--- config.mk ---
export PLATFORM = sky130hd
export DESIGN_NAME = event_sequence_trigger
export DESIGN_NICKNAME = d
export VERILOG_FILES = /design/src/rtl/event_sequence_trigger.sv
export SDC_FILE = /design/constraint.sdc
export NUM_CORES = 1
export LEC_CHECK = 0
export CORE_UTILIZATION = 53
export DETAILED_ROUTE_END_ITERATION = 16
export PLACE_DENSITY = 0.82
export SLEW_MARGIN = 20
export SYNTH_ARGS = -nofsm -noshare
export SYNTH_HDL_FRONTEND = slang
export SYNTH_SLANG_ARGS = --single-unit
--- constraint.sdc ---
create_clock -name clk -period 5 [get_ports clk]
set_input_delay 1 -clock clk [delete_from_list [all_inputs] [get_ports clk]]
set_output_delay 1 -clock clk [all_outputs]
set_load 0.05 [all_outputs]
--- src/rtl/event_sequence_trigger.sv ---
// Synchronises a level and a strobe, then walks an armed FSM through level -> rising edge -> event,
// pulsing 'arrived' on completion or 'timed_out' when a wait state overstays. Keeps debug counters.
module event_sequence_trigger #(
    parameter int unsigned SYNC_STAGES    = 2,
    parameter int unsigned TIMEOUT_CYCLES = 64,
    parameter int unsigned CNT_W          = 8
) (
    input  logic             clk,
    input  logic             rst_n,
    input  logic             arm,
    input  logic             abort,
    input  logic             clr_counts,
    input  logic             level_in,
    input  logic             edge_in,
    input  logic             event_in,
    output logic             level_q,
    output logic             change_pulse,
    output logic             rise_pulse,
    output logic [2:0]       state,
    output logic             busy,
    output logic             arrived,
    output logic             timed_out,
    output logic [CNT_W-1:0] change_count,
    output logic [CNT_W-1:0] edge_count,
    output logic [CNT_W-1:0] event_count
);

    localparam int unsigned       TimerW    = $clog2(TIMEOUT_CYCLES);
    localparam logic [TimerW-1:0] TimerLast = TimerW'(TIMEOUT_CYCLES - 1);

    typedef enum logic [2:0] {
        StIdle      = 3'd0,
        StWaitLevel = 3'd1,
        StWaitEdge  = 3'd2,
        StWaitEvent = 3'd3,
        StDone      = 3'd4,
        StTimeout   = 3'd5
    } state_e;

    logic [SYNC_STAGES-1:0] level_sync_q;
    logic [SYNC_STAGES-1:0] edge_sync_q;
    logic                   level_prev_q;
    logic                   edge_prev_q;
    logic                   edge_s;

    state_e            st_q, st_d, adv_st;
    logic [TimerW-1:0] timer_q, timer_d;
    logic              advance;

    assign level_q = level_sync_q[SYNC_STAGES-1];
    assign edge_s  = edge_sync_q[SYNC_STAGES-1];
    assign state   = st_q;

    always_ff @(posedge clk) begin
        if (!rst_n) begin
            level_sync_q <= '0;
            edge_sync_q  <= '0;
            level_prev_q <= 1'b0;
            edge_prev_q  <= 1'b0;
            change_pulse <= 1'b0;
            rise_pulse   <= 1'b0;
        end else begin
            level_sync_q <= {level_sync_q[SYNC_STAGES-2:0], level_in};
            edge_sync_q  <= {edge_sync_q[SYNC_STAGES-2:0], edge_in};
            level_prev_q <= level_q;
            edge_prev_q  <= edge_s;
            change_pulse <= level_q ^ level_prev_q;
            rise_pulse   <= edge_s & ~edge_prev_q;
        end
    end

    always_comb begin
        advance = 1'b0;
        adv_st  = StIdle;
        case (st_q)
            StWaitLevel: begin advance = level_q;    adv_st = StWaitEdge;  end
            StWaitEdge:  begin advance = rise_pulse; adv_st = StWaitEvent; end
            StWaitEvent: begin advance = event_in;   adv_st = StDone;      end
            default:     begin advance = 1'b0;       adv_st = StIdle;      end
        endcase
    end

    // Advance beats expiry when both land on the last timer cycle.
    always_comb begin
        st_d    = st_q;
        timer_d = timer_q;
        if (abort) begin
            st_d    = StIdle;
            timer_d = '0;
        end else begin
            case (st_q)
                StIdle: begin
                    timer_d = '0;
                    if (arm) st_d = StWaitLevel;
                end
                StWaitLevel, StWaitEdge, StWaitEvent: begin
                    if (advance) begin
                        st_d    = adv_st;
                        timer_d = '0;
                    end else if (timer_q == TimerLast) begin
                        st_d    = StTimeout;
                        timer_d = '0;
                    end else begin
                        timer_d = timer_q + TimerW'(1);
                    end
                end
                default: begin
                    st_d    = StIdle;
                    timer_d = '0;
                end
            endcase
        end
    end

    always_ff @(posedge clk) begin
        if (!rst_n) begin
            st_q      <= StIdle;
            timer_q   <= '0;
            busy      <= 1'b0;
            arrived   <= 1'b0;
            timed_out <= 1'b0;
        end else begin
            st_q      <= st_d;
            timer_q   <= timer_d;
            busy      <= st_d inside {StWaitLevel, StWaitEdge, StWaitEvent};
            arrived   <= (st_d == StDone);
            timed_out <= (st_d == StTimeout);
        end
    end

    function automatic logic [CNT_W-1:0] sat_inc(input logic [CNT_W-1:0] cnt, input logic inc);
        return (inc && (cnt != '1)) ? cnt + CNT_W'(1) : cnt;
    endfunction

    always_ff @(posedge clk) begin
        if (!rst_n || clr_counts) begin
            change_count <= '0;
            edge_count   <= '0;
            event_count  <= '0;
        end else begin
            change_count <= sat_inc(change_count, change_pulse);
            edge_count   <= sat_inc(edge_count, rise_pulse);
            event_count  <= sat_inc(event_count, event_in);
        end
    end

endmodule
Yosys cells after proc, flatten, opt, wreduce, memory -nomap -nowiden

Cells that the tools add are included.

Bits in registers: 44
Input bits: 8
Output and inout bits: 33
Word-level logic and storage cells: 51

Add/subtract/negate cells: 4
Eq/ne operators: 12
Mux-type cells: 7
Bitwise logic cells: 5
Reduce and logical (&&, ||, !) cells: 9

Operators with widths:

| cell                                                                  | count |
|---|---|
| 8-bit by 1-bit adder with 8-bit output, second input constant         | 3 |
| 8-bit != test, second input constant                                  | 3 |
| 3-bit by 2-bit equality test with 1-bit output, second input constant | 4 |
| 3-bit 2-to-1 mux                                                      | 4 |
| 3-bit case mux with 3 select lines                                    | 1 |
| 6-bit by 1-bit adder with 6-bit output, second input constant         | 1 |
| 3-bit by 1-bit equality test with 1-bit output, second input constant | 2 |
| 3-bit equality test, second input constant                            | 2 |
| 6-bit equality test, second input constant                            | 1 |
| 3-bit case mux with 2 select lines                                    | 1 |
| 5-bit OR reduction                                                    | 1 |
| 1-bit logical AND                                                     | 3 |
| 3-bit zero test                                                       | 1 |
| 1-bit NOT                                                             | 3 |
| 1-bit case mux with 3 select lines                                    | 1 |
| 3-bit nonzero test                                                    | 1 |
| 3-bit OR reduction                                                    | 1 |
| 1-bit AND                                                             | 1 |
| 1-bit zero test                                                       | 1 |
| 1-bit logical OR                                                      | 1 |
| 1-bit bitwise XOR                                                     | 1 |

Logic depth before layout (Yosys ltp)

Depth in word-level cells: 7
Mapped depth: 6
Gate-level depth less buffers: 5

Least setup slack after synthesis

No wires, ideal clock.

Kind: input to register
From: in event_in
To: reg timer_q[2]
Setup time: 0.064 ns
Arrival: 1.966 ns
Data required time: 4.936 ns
Slack: 2.970 ns
Stages on the path: 5
Path buffers: 1
Cell sequence: mux2i_1 -> o31ai_1 -> or4b_1 -> buf_2 -> nor2_1

Word-level cells in the longest chain between the ends: 2

RTL lines:

| item                               | line | text |
|---|---|---|
| start: declaration                 | 15   | `input logic event_in,` |
| 1-bit case mux with 3 select lines | 75   | `case (st_q)` |
| 5-bit OR reduction (no line)       | --   |  |
| end signal: assignment             | 124  | `timer_q <= timer_d;` |
| end: declaration                   | 47   | `logic [TimerW-1:0] timer_q, timer_d;` |

No other way between the ends.
A chain may end at the register's enable or synchronous reset.

Worst setup path in the final report

From: reg st_q[0] (netlist: state[0])
To: out state[0]

RTL lines:

| item                     | line | text |
|---|---|---|
| start: declaration       | 46   | `state_e st_q, st_d, adv_st;` |
| start signal: assignment | 117  | `st_q <= StIdle;` |
| start signal: assignment | 123  | `st_q <= st_d;` |
| end: declaration         | 19   | `output logic [2:0] state,` |

No word-level cell between the ends.

==> impl_metrics.py <==
metrics = {
    "clock_tree": {
        "clk_pin_slew_ps": 130,
        "postCtsHoldBufs": 0,
        "ctsResizeCount": 0,
        "cts_sinks": 44,
        "clk_latency_ps": 360,
        "cts_root_buf": "clkbuf_4",
        "cts-htree-levels": 2,
        "cts_buffers": 5,
        "clk_path_buf_depth": 2,
        "cts_tree": "done",
        "cts_setup_buffers": 0,
    },
    "setup_path": {
        "slowest_delay_ps": 880,
        "worstPathMaxFanout": 13,
        "path_class": "flop to primary output",
        "critPathBufInv": 1,
        "worstPathArrival_ps": 1840,
        "endpoint_kind": "primary output",
        "path_cells": "clkdlybuf4s50_1",
        "required_ps": 4000,
        "critPathTopFamily": "buffers and inverters",
        "cp-start-kind": "flop",
        "slowest_stage": "clkdlybuf4s50_1",
    },
    "cells_and_area": {
        "area_delta_synth_final_pct": 27.7,
        "fin_nets": 262,
        "layout_commonest_cell": "dfxtp_1",
        "final_cell_mix": "44 x dfxtp_1, 40 x clkdlybuf4s50_1, 35 x nor2_1",
        "fillCellCount": 274,
        "antennaDiodeCount": 0,
        "drive_gt1_frac": 0.0398,
    },
    "place": {
        "gp_congestion": 0.783,
        "port_buffers": 40,
        "dp_hpwl_um": 2570,
    },
    "die": {
        "start_util": 0.561,
        "io_pins": 41,
        "die_w_um": 61.7,
        "core_mm2": 0.00336,
        "die_h_um": 61.7,
        "row_count": 21,
        "dieArea_mm2": 0.00380,
    },
    "yosys": {
        "netlist_area_mm2": 0.00189,
        "yosys.area_share.simple": 0.259,
        "synth_compound_area_frac": 0.133,
        "synth_edf_count": 0,
        "yosysSeqAreaShare": 0.467,
        "synth_adder_area_share": 0.0265,
        "synth_fp_nets": 221,
        "async_flop_share": 0,
        "synth_top_family_by_area": "simple AND/OR/NAND/NOR gates",
        "syn_area_per_cell_um2": 9.03,
        "ys_ff_latch": 44,
        "synth_cells": 209,
        "yosys_warnings": 0,
        "yosys-mux-area-fraction": 0.0212,
        "synthXorXnorAreaFrac": 0.0650,
        "synth_ff_type": "dfxtp_1",
        "synth_cell_types": 41,
    },
    "sta": {
        "max-slew-margin-rel": 0.397,
        "setup_viol": 0,
        "skew_ps": 3.45,
        "post-route-period-util": 0.567,
        "fmax_mhz": 353,
        "tns_ps": 0,
        "rsz0062_at_grt": "no",
        "finalCriticalPeriod_ps": 2840,
        "worstMarginPinSlew_ps": 904,
        "maxSlewViolCount": 0,
        "finalHoldViolCount": 0,
    },
    "global_route": {
        "first_global_vias": 1338,
        "grt_util_all_layers": 0.211,
        "grt_pass1_wl_um": 5730,
        "grt_antenna_before_repair": 0,
        "grt_overflow": 0,
        "grt_max_degree": 25,
    },
    "run_status": {
        "outcome": "completed",
    },
    "route": {
        "drc": 0,
        "drt_iter0_drc": 92,
        "via_per_inst": 5.49,
        "drtPass1Iterations": 4,
        "post_drt_wl_per_cell_um": 12.5,
        "wirelength_um": 3700,
        "ant_nets": 0,
        "via_count": 1632,
    },
    "power_and_ir_drop": {
        "leakagePower_nw": 0.832,
        "power.density_cell_area_mw_per_mm2": 266,
        "ir_drop_mv": 0.192,
        "p_total_mw": 0.642,
    },
    "flow_run": {
        "maxCapViolCount": 0,
    },
    "min_path": {
        "hp-class": "flop to flop",
    },
}
==> routing by layer <==
metal | track usage | vias up | wire, um
met5 | 0 | - | 0
li1 | - | 831 | -
met2 | 0.344 | 39 | 1710
met3 | 0.0630 | 6 | 160
met4 | 0.111 | 0 | 81
met1 | 0.249 | 756 | 1750
==> power by group <==
group          switching (mW)  internal [mW]  total [mW]
Clock                   0.114          0.133       0.246
Combinational          0.0210         0.0149      0.0359
Sequential            0.00462          0.355       0.359
==> kinds of logic (layout without fill, tap and decap cells) <==
family	Yosys count	in the layout
AND/OR/NAND/NOR	94	94
flip-flops	44	44
AO/OA/AOI/OAI	37	37
XOR/XNOR	14	14
buffers and inverters	12	54
adder cells (fa/ha/maj)	4	4
multiplexers	4	4
==> sequential cells by signal, indices dropped and copies added, names as in the netlist, 2 cells and up <==
signal        count
event_count       8
level_sync_q      2
timer_q           6
change_count      8
edge_sync_q       2
edge_count        8
state             3
==> synthesized netlist by cell type (2+ instances only) <==
cell type | count | area (um2)
dfxtp_1 | 44 | 881
nor2_1 | 35 | 131
a21oi_1 | 9 | 45.0
nand3_1 | 9 | 45.0
nor3_1 | 9 | 45.0
xor2_1 | 9 | 78.8
and2_1 | 8 | 50.1
nand2_1 | 7 | 26.3
nand4_1 | 7 | 43.8
inv_1 | 6 | 22.5
o21ai_0 | 6 | 30.0
xnor2_1 | 5 | 43.8
a211oi_1 | 4 | 30.0
clkbuf_1 | 4 | 15.0
ha_1 | 4 | 50.1
mux2i_1 | 4 | 40.0
nor2b_1 | 4 | 25.0
and4_1 | 3 | 26.3
o211ai_1 | 3 | 22.5
a21boi_0 | 2 | 15.0
a311oi_1 | 2 | 17.5
and3_2 | 2 | 15.0
nor4b_1 | 2 | 17.5
o2111a_1 | 2 | 22.5
o21bai_1 | 2 | 15.0
o31ai_1 | 2 | 15.0
==> layout make-up <==
class                      instances  area [um2]  area share
multi-input combinational        153         952       0.395
timing repair buffer              40         400       0.166
tap                               46        57.6      0.0239
clock inverter                     1        30.0      0.0125
sequential                        44         881       0.366
clock buffer                       7        65.1      0.0270
inverter                           6        22.5     0.00935
==> per-stage QoR <==
stage / area (um2) / std cells / utilization / setup WS (ps) / hold slack [ps]
2_1_floorplan: 1890 / 209 / - / 2970 / 367
3_3_place_gp: 2310 / 289 / 0.688 / 2290 / 372
3_5_place_dp: 2310 / 289 / 0.688 / 2220 / 371
4_1_cts: 2410 / 297 / 0.716 / 2140 / 389
5_1_grt: 2410 / 297 / 0.716 / 2100 / 400
6_report: 2410 / 297 / 0.716 / 2160 / 389
==> worst paths after layout <==
kind	from	to	slack, ps	cells past startpoint
worst max-delay path	state[0]	state[0]	2160	1
worst min-delay path	edge_prev_q	rise_pulse	390	1
worst min register to register	edge_prev_q	rise_pulse	390	1
worst max register to register	state[0]	timer_q[5]	3220	4
Note: power is estimated with default switching activity, not from simulation.
